[src/rtl/alu_pkg.sv]
// rtl/alu_pkg.sv - shared ALU control encodings, FSM states and opcode decode
package alu_pkg;

    typedef enum logic [3:0] {
        CTL_AND     = 4'b0000,
        CTL_OR      = 4'b0001,
        CTL_ADD     = 4'b0010,
        CTL_XOR     = 4'b0011,
        CTL_SUB     = 4'b0110,
        CTL_SLT     = 4'b0111,
        CTL_SLL     = 4'b1000,
        CTL_SRL     = 4'b1001,
        CTL_SRA     = 4'b1010,
        CTL_LUI     = 4'b1011,
        CTL_NOR     = 4'b1100,
        CTL_PASS_HI = 4'b1101,
        CTL_PASS_LO = 4'b1110
    } alu_ctl_t;

    typedef enum logic [1:0] {S_IDLE, S_MUL, S_DIV, S_DONE} state_t;
    typedef enum logic [1:0] {MD_MULT, MD_MULTU, MD_DIV, MD_DIVU} md_op_t;
    typedef enum logic [1:0] {K_ALU, K_ILLEGAL, K_MULDIV} op_kind_t;

    typedef struct packed {
        op_kind_t kind;
        md_op_t   md_op;
        alu_ctl_t ctl;
    } decode_t;

    localparam logic [5:0] OP_RTYPE = 6'b000000;
    localparam logic [5:0] OP_ANDI  = 6'b001100;
    localparam logic [5:0] OP_ORI   = 6'b001101;
    localparam logic [5:0] OP_XORI  = 6'b001110;
    localparam logic [5:0] OP_LUI   = 6'b001111;
    localparam logic [5:0] OP_LW    = 6'b100011;
    localparam logic [5:0] OP_SW    = 6'b101011;

    localparam logic [5:0] FN_SLL   = 6'b000000;
    localparam logic [5:0] FN_SRL   = 6'b000010;
    localparam logic [5:0] FN_SRA   = 6'b000011;
    localparam logic [5:0] FN_MFHI  = 6'b010000;
    localparam logic [5:0] FN_MFLO  = 6'b010010;
    localparam logic [5:0] FN_MULT  = 6'b011000;
    localparam logic [5:0] FN_MULTU = 6'b011001;
    localparam logic [5:0] FN_DIV   = 6'b011010;
    localparam logic [5:0] FN_DIVU  = 6'b011011;
    localparam logic [5:0] FN_AND   = 6'b100100;
    localparam logic [5:0] FN_OR    = 6'b100101;
    localparam logic [5:0] FN_XOR   = 6'b100110;
    localparam logic [5:0] FN_NOR   = 6'b100111;

    function automatic decode_t decode(input logic [5:0] alu_op, input logic [5:0] funct);
        decode_t d;
        d.kind  = K_ALU;
        d.md_op = MD_MULT;
        d.ctl   = CTL_ADD;
        if (alu_op == OP_RTYPE) begin
            casez (funct)
                6'b10000?: d.ctl = CTL_ADD;
                6'b10001?: d.ctl = CTL_SUB;
                FN_AND:    d.ctl = CTL_AND;
                FN_OR:     d.ctl = CTL_OR;
                FN_XOR:    d.ctl = CTL_XOR;
                FN_NOR:    d.ctl = CTL_NOR;
                6'b10101?: d.ctl = CTL_SLT;
                FN_SLL:    d.ctl = CTL_SLL;
                FN_SRL:    d.ctl = CTL_SRL;
                FN_SRA:    d.ctl = CTL_SRA;
                FN_MFHI:   d.ctl = CTL_PASS_HI;
                FN_MFLO:   d.ctl = CTL_PASS_LO;
                FN_MULT:   begin d.kind = K_MULDIV; d.md_op = MD_MULT;  end
                FN_MULTU:  begin d.kind = K_MULDIV; d.md_op = MD_MULTU; end
                FN_DIV:    begin d.kind = K_MULDIV; d.md_op = MD_DIV;   end
                FN_DIVU:   begin d.kind = K_MULDIV; d.md_op = MD_DIVU;  end
                default:   d.kind = K_ILLEGAL;
            endcase
        end else begin
            casez (alu_op)
                6'b00100?:    d.ctl = CTL_ADD;
                OP_ANDI:      d.ctl = CTL_AND;
                OP_ORI:       d.ctl = CTL_OR;
                OP_XORI:      d.ctl = CTL_XOR;
                6'b00101?:    d.ctl = CTL_SLT;
                OP_LUI:       d.ctl = CTL_LUI;
                OP_LW, OP_SW: d.ctl = CTL_ADD;
                6'b00010?:    d.ctl = CTL_SUB;
                6'b00001?:    d.ctl = CTL_ADD;
                default:      d.kind = K_ILLEGAL;
            endcase
        end
        return d;
    endfunction

endpackage

[src/rtl/alu_control_if.sv]
// rtl/alu_control_if.sv - Control-to-ALU-control bus with master/slave views
interface alu_control_if;
    logic [5:0]  ALUOp;
    logic [5:0]  funct;
    logic        start;
    logic [31:0] opA;
    logic [31:0] opB;
    logic [3:0]  ALUCtl;
    logic        ctlValid;
    logic        busy;
    logic        done;
    logic        illegal;
    logic [31:0] HI;
    logic [31:0] LO;

    modport master (
        output ALUOp, funct, start, opA, opB,
        input  ALUCtl, ctlValid, busy, done, illegal, HI, LO
    );

    modport slave (
        input  ALUOp, funct, start, opA, opB,
        output ALUCtl, ctlValid, busy, done, illegal, HI, LO
    );
endinterface

[src/rtl/muldiv_engine.sv]
// rtl/muldiv_engine.sv - 32-iteration shift-add multiplier / restoring divider
module muldiv_engine
    import alu_pkg::*;
(
    input  logic        clk,
    input  logic        reset,
    input  logic        start,
    input  logic        run,
    input  md_op_t      op,
    input  logic [31:0] a,
    input  logic [31:0] b,
    output logic [31:0] hi,
    output logic [31:0] lo,
    output logic        done
);
    // acc holds {product_hi, multiplier} or {remainder, dividend/quotient}
    logic [63:0] acc, acc_nxt, prod_fix;
    logic [31:0] opnd, mag_a, mag_b, quo_fix, rem_fix;
    logic [32:0] sum, diff;
    logic [5:0]  cnt;
    logic        is_div, neg_main, neg_rem, sgn, div_op;

    assign sgn    = (op == MD_MULT) || (op == MD_DIV);
    assign div_op = (op == MD_DIV) || (op == MD_DIVU);
    assign mag_a  = (sgn && a[31]) ? -a : a;
    assign mag_b  = (sgn && b[31]) ? -b : b;
    assign done   = run && (cnt == 6'd31);

    always_comb begin
        sum  = {1'b0, acc[63:32]} + (acc[0] ? {1'b0, opnd} : 33'd0);
        diff = acc[63:31] - {1'b0, opnd};
        if (!is_div)
            acc_nxt = {sum, acc[31:1]};
        else if (!diff[32])
            acc_nxt = {diff[31:0], acc[30:0], 1'b1};
        else
            acc_nxt = {acc[62:0], 1'b0};
        prod_fix = neg_main ? -acc_nxt : acc_nxt;
        quo_fix  = neg_main ? -acc_nxt[31:0] : acc_nxt[31:0];
        rem_fix  = neg_rem ? -acc_nxt[63:32] : acc_nxt[63:32];
    end

    always_ff @(posedge clk) begin
        if (reset) begin
            acc      <= 64'd0;
            opnd     <= 32'd0;
            cnt      <= 6'd0;
            is_div   <= 1'b0;
            neg_main <= 1'b0;
            neg_rem  <= 1'b0;
            hi       <= 32'd0;
            lo       <= 32'd0;
        end else if (start) begin
            cnt      <= 6'd0;
            is_div   <= div_op;
            opnd     <= mag_b;
            acc      <= {32'd0, mag_a};
            neg_main <= sgn && (a[31] ^ b[31]);
            neg_rem  <= sgn && a[31];
            if (div_op && (b == 32'd0)) begin
                hi <= a;
                lo <= 32'hFFFF_FFFF;
            end
        end else if (run) begin
            cnt <= cnt + 6'd1;
            acc <= acc_nxt;
            if (done) begin
                if (is_div) begin
                    hi <= rem_fix;
                    lo <= quo_fix;
                end else begin
                    hi <= prod_fix[63:32];
                    lo <= prod_fix[31:0];
                end
            end
        end
    end
endmodule

[src/rtl/alu_control.sv]
// rtl/alu_control.sv - ALU operation decode and mult/div sequencing FSM
module alu_control
    import alu_pkg::*;
(
    input  logic         clk,
    input  logic         reset,
    alu_control_if.slave bus
);
    state_t   state, state_nxt;
    decode_t  dec;
    alu_ctl_t ctl;
    logic     ctl_valid, illegal, eng_start, eng_done, run, is_div;

    assign dec    = decode(bus.ALUOp, bus.funct);
    assign is_div = (dec.md_op == MD_DIV) || (dec.md_op == MD_DIVU);
    assign run    = (state == S_MUL) || (state == S_DIV);

    always_comb begin
        state_nxt = state;
        eng_start = 1'b0;
        case (state)
            S_IDLE: if (bus.start && dec.kind == K_MULDIV) begin
                eng_start = 1'b1;
                if (!is_div)
                    state_nxt = S_MUL;
                else if (bus.opB == 32'd0)
                    state_nxt = S_DONE;
                else
                    state_nxt = S_DIV;
            end
            S_MUL, S_DIV: if (eng_done) state_nxt = S_DONE;
            default: state_nxt = S_IDLE;
        endcase
    end

    always_ff @(posedge clk) begin
        if (reset) begin
            state     <= S_IDLE;
            ctl       <= CTL_ADD;
            ctl_valid <= 1'b0;
            illegal   <= 1'b0;
        end else begin
            state     <= state_nxt;
            ctl_valid <= 1'b0;
            illegal   <= 1'b0;
            if (state == S_IDLE && bus.start && dec.kind != K_MULDIV) begin
                ctl       <= dec.ctl;
                ctl_valid <= 1'b1;
                illegal   <= (dec.kind == K_ILLEGAL);
            end
        end
    end

    muldiv_engine u_engine (
        .clk   (clk),
        .reset (reset),
        .start (eng_start),
        .run   (run),
        .op    (dec.md_op),
        .a     (bus.opA),
        .b     (bus.opB),
        .hi    (bus.HI),
        .lo    (bus.LO),
        .done  (eng_done)
    );

    assign bus.ALUCtl   = ctl;
    assign bus.ctlValid = ctl_valid;
    assign bus.illegal  = illegal;
    assign bus.busy     = run;
    assign bus.done     = (state == S_DONE);
endmodule

[src/flat_wrapper.sv]
// flat-port wrapper written by rule: the top's interface ports become plain ports
module alu_control_flat import alu_pkg::*;
  (clk, reset, bus_ALUOp, bus_funct, bus_start, bus_opA, bus_opB, bus_ALUCtl, bus_ctlValid, bus_busy, bus_done, bus_illegal, bus_HI, bus_LO);
  alu_control_if bus_i ();
  input  logic clk;
  input  logic reset;
  input wire logic [$bits(bus_i.ALUOp)-1:0] bus_ALUOp;
  input wire logic [$bits(bus_i.funct)-1:0] bus_funct;
  input wire logic [$bits(bus_i.start)-1:0] bus_start;
  input wire logic [$bits(bus_i.opA)-1:0] bus_opA;
  input wire logic [$bits(bus_i.opB)-1:0] bus_opB;
  output wire logic [$bits(bus_i.ALUCtl)-1:0] bus_ALUCtl;
  output wire logic [$bits(bus_i.ctlValid)-1:0] bus_ctlValid;
  output wire logic [$bits(bus_i.busy)-1:0] bus_busy;
  output wire logic [$bits(bus_i.done)-1:0] bus_done;
  output wire logic [$bits(bus_i.illegal)-1:0] bus_illegal;
  output wire logic [$bits(bus_i.HI)-1:0] bus_HI;
  output wire logic [$bits(bus_i.LO)-1:0] bus_LO;
  assign bus_i.ALUOp = bus_ALUOp;
  assign bus_i.funct = bus_funct;
  assign bus_i.start = bus_start;
  assign bus_i.opA = bus_opA;
  assign bus_i.opB = bus_opB;
  assign bus_ALUCtl = bus_i.ALUCtl;
  assign bus_ctlValid = bus_i.ctlValid;
  assign bus_busy = bus_i.busy;
  assign bus_done = bus_i.done;
  assign bus_illegal = bus_i.illegal;
  assign bus_HI = bus_i.HI;
  assign bus_LO = bus_i.LO;
  alu_control u_core (.clk(clk), .reset(reset), .bus(bus_i));
endmodule
[config.mk]
export PLATFORM = sky130hd
export DESIGN_NAME = alu_control_flat
export DESIGN_NICKNAME = d
export VERILOG_FILES = /design/src/rtl/alu_pkg.sv /design/src/rtl/alu_control_if.sv /design/src/rtl/muldiv_engine.sv /design/src/rtl/alu_control.sv /design/src/flat_wrapper.sv
export SDC_FILE = /design/constraint.sdc
export NUM_CORES = 1
export LEC_CHECK = 0
export ABC_AREA = 1
export BUFFER_PORTS_ARGS = -buffer_cell sky130_fd_sc_hd__buf_4
export CAP_MARGIN = 20
export CORE_UTILIZATION = 48
export DETAILED_ROUTE_END_ITERATION = 10
export PLACE_DENSITY_LB_ADDON = 0.12
export SLEW_MARGIN = 20
export SYNTH_ARGS = -nofsm -noshare
export SYNTH_HDL_FRONTEND = slang
export SYNTH_SLANG_ARGS = --single-unit
[constraint.sdc]
create_clock -name clk -period 8.3 [get_ports clk]
set_input_delay 0.83 -clock clk [delete_from_list [all_inputs] [get_ports clk]]
set_output_delay 0.83 -clock clk [all_outputs]
set_load 0.01 [all_outputs]
=== Word level (Yosys, flattened, before mapping) ===
Cells that the tools add are included.

* Bits in registers: 177
* Input bits: 79
* Output and inout port bits: 72
* Word-level logic and storage cells: 122

* $add $sub $neg: 8
* Eq/ne operators: 37
* Multiplexer cells: 36
* Bitwise gates (word level): 2
* Reductions and logical operators: 26

{| class="wikitable"
|+ Operator list
! operator !! count
|-
| 32-bit 2-to-1 mux || 17
|-
| 64-bit 2-to-1 mux || 3
|-
| 32-bit negation || 4
|-
| 64-bit negation || 1
|-
| 4-bit one-hot mux with 11 select lines || 1
|-
| 6-bit by 5-bit == test with 1-bit output, second input constant || 7
|-
| 6-bit == test, second input constant || 6
|-
| 32-bit by 32-bit adder with 33-bit output || 1
|-
| 33-bit by 32-bit subtractor with 33-bit output || 1
|-
| 32-bit zero test || 1
|-
| 6-bit by 4-bit == test with 1-bit output, second input constant || 4
|-
| 4-bit one-hot mux with 6 select lines || 1
|-
| 5-bit == test, second input constant || 3
|-
| 6-bit by 2-bit == test with 1-bit output, second input constant || 2
|-
| 6-bit zero test || 2
|-
| 12-bit OR reduction || 1
|-
| 2-bit == test, second input constant || 5
|-
| 5-bit by 3-bit == test with 1-bit output, second input constant || 2
|-
| 2-bit 2-to-1 mux || 5
|-
| 10-bit OR reduction || 1
|-
| 1-bit logical AND || 8
|-
| 2-bit one-hot mux with 2 select lines || 2
|-
| 6-bit by 1-bit adder with 6-bit output, second input constant || 1
|-
| 2-bit one-hot mux with 3 select lines || 1
|-
| other kinds (16) || 29
|}

=== Longest topological paths before layout ===
Gate-level depths: netlist of the first run.

* Depth in word-level cells: 10
* Gate-level depth with buffers: 34

=== Hierarchy ===
Synthesis of the first run repeated with hierarchy kept, for this count alone.

* Cell total of the unflattened synthesis: 3038
* Area, all modules: 17314.1 um2

{| class="wikitable"
|+ Modules (own cells, without submodules)
! module !! instances !! cells an instance !! area an instance (um2) !! seq. area each (um2)
|-
| muldiv_engine || 1 || 2890 || 16445.8 || 3383.2
|-
| alu_control || 1 || 148 || 868.3 || 160.2
|}

=== Least setup slack after synthesis of the first run ===
OpenSTA, ideal clock, no wires.

* Path kind: register to register
* Start point: reg u_core.u_engine.acc[31]
* End point: reg u_core.u_engine.hi[16]
* Library setup time: 0.132 ns
* Arrival time: 3.756 ns
* Required time: 8.168 ns
* Slack: 4.412 ns
* Cell stages (with the launch flop): 34
* Buffers on the path: 0
* Clock period less this slack: 3.888 ns
* Path through: dfxtp_1 -> inv_1 -> ha_1 -> inv_1 -> fa_1 -> nand2_1 -> nand2_1 -> nand3_1 -> nand2_2 -> nand2_2 -> nand2_4 -> nand2_4 -> nand2_4 -> nand2_4 -> nand2_4 -> nand2_2 -> nand2_2 -> inv_2 -> ha_1 -> nand3_1 -> nor3_2 -> nand2_1 -> nor3_2 -> nand2_1 -> nor3_2 -> nand3_1 -> o21ai_2 -> nand2_1 -> nor2_4 -> nand2_1 -> nand3b_1 -> nand3_1 -> nand2_1 -> a21oi_1

* Longest elaborated chain between the ends: 9
* Elaborated cells on any way between the ends: 11
* Classes of those cells: 3 x add/sub; 8 x mux

{| class="wikitable"
|+ RTL lines
! what !! RTL line !! RTL
|-
| start: declaration || muldiv_engine.sv:17 || <nowiki>logic [63:0] acc, acc_nxt, prod_fix;</nowiki>
|-
| start signal: assignment || muldiv_engine.sv:57 || <nowiki>acc <= {32'd0, mag_a};</nowiki>
|-
| start signal: assignment || muldiv_engine.sv:66 || <nowiki>acc <= acc_nxt;</nowiki>
|-
| 33-bit by 32-bit subtractor with 33-bit output || muldiv_engine.sv:31 || <nowiki>diff = acc[63:31] - {1'b0, opnd};</nowiki>
|-
| 64-bit 2-to-1 mux || muldiv_engine.sv:34 || <nowiki>else if (!diff[32])</nowiki>
|-
| 64-bit 2-to-1 mux * || muldiv_engine.sv:32 || <nowiki>if (!is_div)</nowiki>
|-
| 64-bit negation / 32-bit negation (equally long branches) || muldiv_engine.sv:38, muldiv_engine.sv:40 ||
|-
| 64-bit 2-to-1 mux / 32-bit 2-to-1 mux (equally long branches) || muldiv_engine.sv:38, muldiv_engine.sv:40 ||
|-
| 32-bit 2-to-1 mux * || muldiv_engine.sv:68 || <nowiki>if (is_div) begin</nowiki>
|-
| 32-bit 2-to-1 mux * || muldiv_engine.sv:67 || <nowiki>if (done) begin</nowiki>
|-
| 32-bit 2-to-1 mux * || muldiv_engine.sv:64 || <nowiki>end else if (run) begin</nowiki>
|-
| 32-bit 2-to-1 mux * || muldiv_engine.sv:53 || <nowiki>end else if (start) begin</nowiki>
|-
| end signal: assignment || muldiv_engine.sv:69 || <nowiki>hi <= rem_fix;</nowiki>
|-
| end signal: assignment || muldiv_engine.sv:72 || <nowiki>hi <= prod_fix[63:32];</nowiki>
|-
| end: declaration || muldiv_engine.sv:12 || <nowiki>output logic [31:0] hi,</nowiki>
|}

Mark *: on every way between the ends. The rest lies on a longest branch, timed or not. The select of a mux whose other input is x is not followed.
A chain may end at the register's enable or synchronous reset.

=== Worst setup path in the final report of the first run ===
Ends and elaborated chain as after synthesis.

==> flow_summary.json, run 1 <==
{
  "tns_ns": 0,
  "path_class": "flip-flop to flip-flop",
  "synthesis.area_um2": 17100,
  "grt_pass1_vias": 18563,
  "endpoint_kind": "flip-flop",
  "avgViaCountPerCell": 5.84,
  "cpMostUsedCell": "nand2_1",
  "drv_cap": 0,
  "wl_met2_mm": 29.4,
  "dp_hpwl_mm": 55.9,
  "grt_max_degree": 83,
  "post-route-cell-area_um2": 19100,
  "vias": 20697,
  "synth_nets": 3142,
  "peakVddDrop_mv": 0.154,
  "cts_resized": 0,
  "post-synth-top-area-fraction_pct": 20.8,
  "synth.avg_cell_area_um2": 5.71,
  "reg2reg_from": "u_core.u_engine.acc[31]$_SDFFE_PP0P_",
  "drive_above_1_share_pct": 9.71,
  "hold_buffers": 0,
  "ys_seq_elements": 177,
  "drtPass1Iterations": 6,
  "cts-root-buf": "clkbuf_16",
  "syn_inst": 2990,
  "slew_viol_final": 0,
  "cts_buffers": 17,
  "nets": 3228,
  "antenna_cells": 0,
  "start_util_pct": 49.1,
  "n_fill_cell": 3722,
  "r2r_setup_slack_ns": 3.05,
  "setup_viol": 0,
  "rsz0062_at_grt": "false",
  "arrival_ns": 5.58,
  "crit_fanout": 37,
  "yosysWarnings": 0,
  "reg2reg_to": "u_core.u_engine.hi[16]$_SDFFE_PP0P_",
  "clk_path_buf_depth": 2,
  "p_leak_nw": 10.2,
  "min_from": "u_core.u_engine.hi[5]$_SDFFE_PP0P_",
  "whs_endpoint": "u_core.u_engine.hi[5]$_SDFFE_PP0P_",
  "critical_path.startpoint_type": "flip-flop",
  "setup.worst_path.start": "u_core.u_engine.acc[31]$_SDFFE_PP0P_",
  "yosysMostFrequentCell": "nand2_1",
  "detail_route.iter0.violations": 2635,
  "cts_setup_buffers": 0,
  "holdPathStages": 2,
  "skew_ns": 0.0105,
  "wl_mm": 71.7,
  "portBuffers": 150,
  "cts_num_sinks": 177,
  "async_flop_share_pct": 0,
  "clkLatencyLatePin_ns": 0.47,
  "wl_met3_mm": 8.55,
  "register_area_um2": 3550,
  "synth_top_cells_by_count": "nand2_1, inv_1, nor2_1, nand3_1, a21oi_1",
  "synth_cell_types": 63,
  "slowest_delay_ns": 0.39,
  "dieWidth_um": 191,
  "grt_usage_pct": 39.1,
  "min_period_ns": 5.25,
  "syn_to_final_growth_pct": 11.9,
  "cts.clk_slew.worst_paths_ns": 0.08,
  "min-delay-path-class": "flip-flop to flip-flop",
  "wl_per_cell_um": 20.2,
  "multi_input_area_um2": 11300,
  "r2r.worst_path.cells": 33,
  "ys_seq_area_share_pct": 20.8,
  "synth_edf_count": 0,
  "status": "finished clean",
  "utilization_pct": 54.9,
  "relSlewSlack_pct": 25.9,
  "max_freq_mhz": 190,
  "die_h_um": 191,
  "cp_slowest_cell": "fa_1",
  "dieArea_um2": 36300,
  "overflow": 0,
  "coreArea_um2": 34800,
  "highest_layer": "met4",
  "required_ns": 8.63,
  "num_io_pins": 151,
  "detailed_place.area_um2": 18500,
  "wl_met1_mm": 31.7,
  "antenna_found_initial": 0,
  "gp_congestion": 1.02,
  "min_period_over_period_pct": 63.3,
  "drc": 0,
  "synth_area_leaders": "dfxtp_1, nand2_1, inv_1",
  "power.density_nw_per_um2": 161,
  "antenna_left": 0,
  "cts_tree": "done",
  "cts_htree_levels": 4,
  "synth_top_cell_by_area": "dfxtp_1",
  "ys.flop_type": "dfxtp_1",
  "hold_viol": 0,
  "rows": 68,
  "worst_pin_slew_ns": 1.11,
  "grt_pass1_wl_mm": 109
}
==> cell usage in the layout (no fill, tap or decap), types with 42 or more instances in the layout <==
cell type,synthesis,final
inv_1,467,465
nand3_1,230,230
dfxtp_1,177,176
a21oi_1,216,216
nor3_1,42,42
buf_4,3,169
nand2_1,834,833
ha_1,71,71
o21ai_0,179,179
nor2_1,269,268
==> worst max-delay path by stage <==
stage               slack, ns  cells past startpoint                             endpoint
floorplan                4.41                     33  u_core.u_engine.hi[16]$_SDFFE_PP0P_
CTS                      3.22                     33  u_core.u_engine.hi[20]$_SDFFE_PP0P_
global route             2.66                     34  u_core.u_engine.hi[28]$_SDFFE_PP0P_
finish                   3.05                     33  u_core.u_engine.hi[16]$_SDFFE_PP0P_
global placement         3.27                     16  u_core.u_engine.hi[25]$_SDFFE_PP0P_
detailed placement       3.18                     16  u_core.u_engine.hi[10]$_SDFFE_PP0P_
==> cell type report <==
| class | instances | share of cell area, % |
|---|---|---|
| clock inverters | 14 | 0.956 |
| well taps | 455 | 2.98 |
| flip-flops and latches | 177 | 18.6 |
| multi-input cells | 2228 | 59.1 |
| clock buffers | 18 | 2.30 |
| repair buffers | 169 | 6.64 |
| inverters | 483 | 9.49 |
==> worst max-delay path: cells and delay by family (launching register included) <==
kind	cells	cell delay, ns
AOI/OAI and AO/OA	2	0.31
buffers and inverters	3	0.30
and+or+nand+nor	25	3.39
DFF	1	0.30
adders and majority gates	3	0.75
==> flip-flops by register name, summed over array words and instances (netlist names), 2 cells and up <==
name,count
u_core.bus.ALUCtl,4
u_core.state,2
u_core.u_engine.cnt,6
u_core.u_engine.acc,64
u_core.u_engine.lo,32
u_core.u_engine.opnd,32
u_core.u_engine.hi,32
==> layer usage <==
layer / vias up / GRT usage, %
li1: 9899 / -
met1: 9494 / 56.5
met2: 1180 / 57.0
met3: 124 / 9.00
met4: 0 / 11.8
met5: - / 0
==> power breakdown <==
part / leakage (nW) / internal (mW) / switching (mW)
Combinational: 8.43 / 0.360 / 0.956
Sequential: 1.43 / 0.863 / 0.0175
Clock: 0.301 / 0.420 / 0.455
==> through the flow <==
step           hold slack (ns)  std cells  worst slack [ns]  power, mW
3_5_place_dp             0.461       3512              3.18       2.15
5_1_grt                  0.485       3544              2.66       3.20
4_1_cts                  0.473       3544              3.22       3.02
3_3_place_gp             0.453       3512              3.27       2.15
6_report                 0.470       3544              3.05       3.07
2_1_floorplan            0.441       2990              4.41       1.77
==> logic make-up (layout without fill, tap and decap cells) <==
family / after synthesis / after routing / share of synthesized area [%]
compound gates: 584 / 584 / 19.6
xor+xnor: 49 / 49 / 2.51
fa+ha+maj: 73 / 73 / 5.44
buf+inv: 585 / 684 / 13.2
flops: 177 / 177 / 20.8
mux: 1 / 1 / 0.0586
simple gates: 1521 / 1521 / 38.4
Power figures use the tool's default switching activity.
==> run 2, diff against run 1 <==
clock period = 5.3 ns   (was 8.3 ns; I/O delays follow)
==> flow_summary.json, run 2 (synthesis results as in run 1) <==
{
  "post-route-cell-area_um2": 19100,
  "slew_viol_final": 0,
  "gr-usage-met2_pct": 58.1,
  "cts_num_sinks": 177,
  "coreArea_um2": 34800,
  "die_h_um": 191,
  "largest_register_ffs": 64,
  "drv_cap": 0,
  "dp_hpwl_mm": 55.8,
  "gp_congestion": 1.05,
  "wl_mm": 71.1,
  "min_period_ns": 4.75,
  "dieArea_um2": 36300,
  "nets": 3239,
  "skew_ns": 0.0178,
  "register_area_um2": 3550,
  "wl_per_cell_um": 20.0,
  "tns_ns": 0,
  "cts.clk_slew.worst_paths_ns": 0.08,
  "detail_route.iter0.violations": 2709,
  "grt_pass1_vias": 18710,
  "clk_path_buf_depth": 2,
  "endpoint": "u_core.u_engine.hi[18]$_SDFFE_PP0P_",
  "cts_tree": "done",
  "grt_usage_pct": 39.0,
  "cts_resized": 0,
  "critical_path.startpoint_type": "flip-flop",
  "slowest_delay_ns": 0.38,
  "avgViaCountPerCell": 5.84,
  "reg2reg_from": "u_core.u_engine.acc[31]$_SDFFE_PP0P_",
  "required_ns": 5.70,
  "use_met3_pct": 6.51,
  "setup.worst_path.start": "u_core.u_engine.acc[31]$_SDFFE_PP0P_",
  "detailed_place.area_um2": 18600,
  "hold_viol": 0,
  "drc": 0,
  "antenna_left": 0,
  "multi_input_area_um2": 11300,
  "vias": 20745,
  "antenna_found_initial": 0,
  "num_io_pins": 151,
  "power.density_nw_per_um2": 244,
  "largest-register": "u_core.u_engine.acc",
  "status": "finished clean",
  "path_class": "flip-flop to flip-flop",
  "portBuffers": 150,
  "dieWidth_um": 191,
  "rsz0062_at_grt": "false",
  "relSlewSlack_pct": 31.7,
  "p_leak_nw": 10.2,
  "rows": 68,
  "layout.cells.most_common": "nand2_1",
  "reg2reg_to": "u_core.u_engine.hi[18]$_SDFFE_PP0P_",
  "antenna_cells": 0,
  "clkLatencyLatePin_ns": 0.47,
  "power_mw": 4.66,
  "start_util_pct": 49.1,
  "grt_busiest_layer": "met2",
  "peakVddDrop_mv": 0.263,
  "cts_buffers": 17,
  "grt_pass1_wl_mm": 108,
  "overflow": 0,
  "drtPass1Iterations": 6,
  "min_period_over_period_pct": 89.7,
  "final_cell_mix": "nand2_1, inv_1, nor2_1",
  "hold_buffers": 0,
  "drive_above_1_share_pct": 10.0,
  "cts_htree_levels": 4,
  "r2r.worst_path.cells": 34,
  "arrival_ns": 5.16,
  "min-delay-path-class": "primary input to flip-flop",
  "syn_to_final_growth_pct": 12.1,
  "cts_setup_buffers": 0,
  "grtUsageMet1_pct": 56.6,
  "worst_pin_slew_ns": 1.02,
  "crit_fanout": 6,
  "grt_max_degree": 70,
  "cts-root-buf": "clkbuf_16",
  "r2r_setup_slack_ns": 0.55,
  "setup_viol": 0,
  "cp_slowest_cell": "fa_1",
  "max_freq_mhz": 210,
  "n_fill_cell": 3660,
  "cpMostUsedCell": "nand2_1",
  "endpoint_kind": "flip-flop"
}
## run 2: cell type report
class                      count  area share [%]
multi-input combinational   2228            59.0
sequential                   177            18.5
inverter                     483            9.47
timing repair buffer         180            7.06
tap                          455            2.98
clock buffer                  18            2.24
clock inverter                14           0.732
## run 2: per-layer routing
layer	wire length, um	part of all wire, %	vias to the layer above
met5	0	0	-
li1	-	-	9883
met2	29600	42	1218
met4	2060	2.9	0
met1	31600	44	9507
met3	7860	11	137
## run 2: critical path: cells and delay by family (launching register included)
kind            cells  cell delay, ns
compound gates      2            0.34
fa+ha+maj           3            0.71
buf+inv             3            0.27
flops               1            0.30
simple gates       26            3.05
## run 2: worst min-delay path by stage
| stage | start | to | slack (ns) | depth (start not counted) |
|---|---|---|---|---|
| after floorplan | u_core.u_engine.opnd[2]$_SDFFE_PP0P_ | u_core.u_engine.opnd[2]$_SDFFE_PP0P_ | 0.44 | 2 |
| after global placement | u_core.u_engine.hi[23]$_SDFFE_PP0P_ | u_core.u_engine.hi[23]$_SDFFE_PP0P_ | 0.45 | 2 |
| after detailed placement | u_core.u_engine.hi[23]$_SDFFE_PP0P_ | u_core.u_engine.hi[23]$_SDFFE_PP0P_ | 0.46 | 2 |
| after CTS | bus_opB[16] | u_core.u_engine.opnd[16]$_SDFFE_PP0P_ | 0.36 | 3 |
| after global routing | bus_opB[14] | u_core.u_engine.opnd[14]$_SDFFE_PP0P_ | 0.39 | 3 |
| final | bus_opB[16] | u_core.u_engine.opnd[16]$_SDFFE_PP0P_ | 0.38 | 3 |
## run 2: stage by stage
stage	utilization (%)	hold slack (ns)	worst slack, ns	std cells
2_1_floorplan	-	0.441	1.41	2990
3_3_place_gp	53.4	0.455	0.777	3523
3_5_place_dp	53.4	0.457	0.677	3523
5_1_grt	55.0	0.393	0.0655	3555
4_1_cts	55.0	0.363	0.666	3555
6_report	55.0	0.376	0.545	3555
## run 2: report_power, final
group | internal, mW | switching [mW] | total, mW
logic | 0.575 | 1.41 | 1.98
clock network | 0.629 | 0.674 | 1.30
registers | 1.35 | 0.0252 | 1.38
total | 2.55 | 2.11 | 4.66
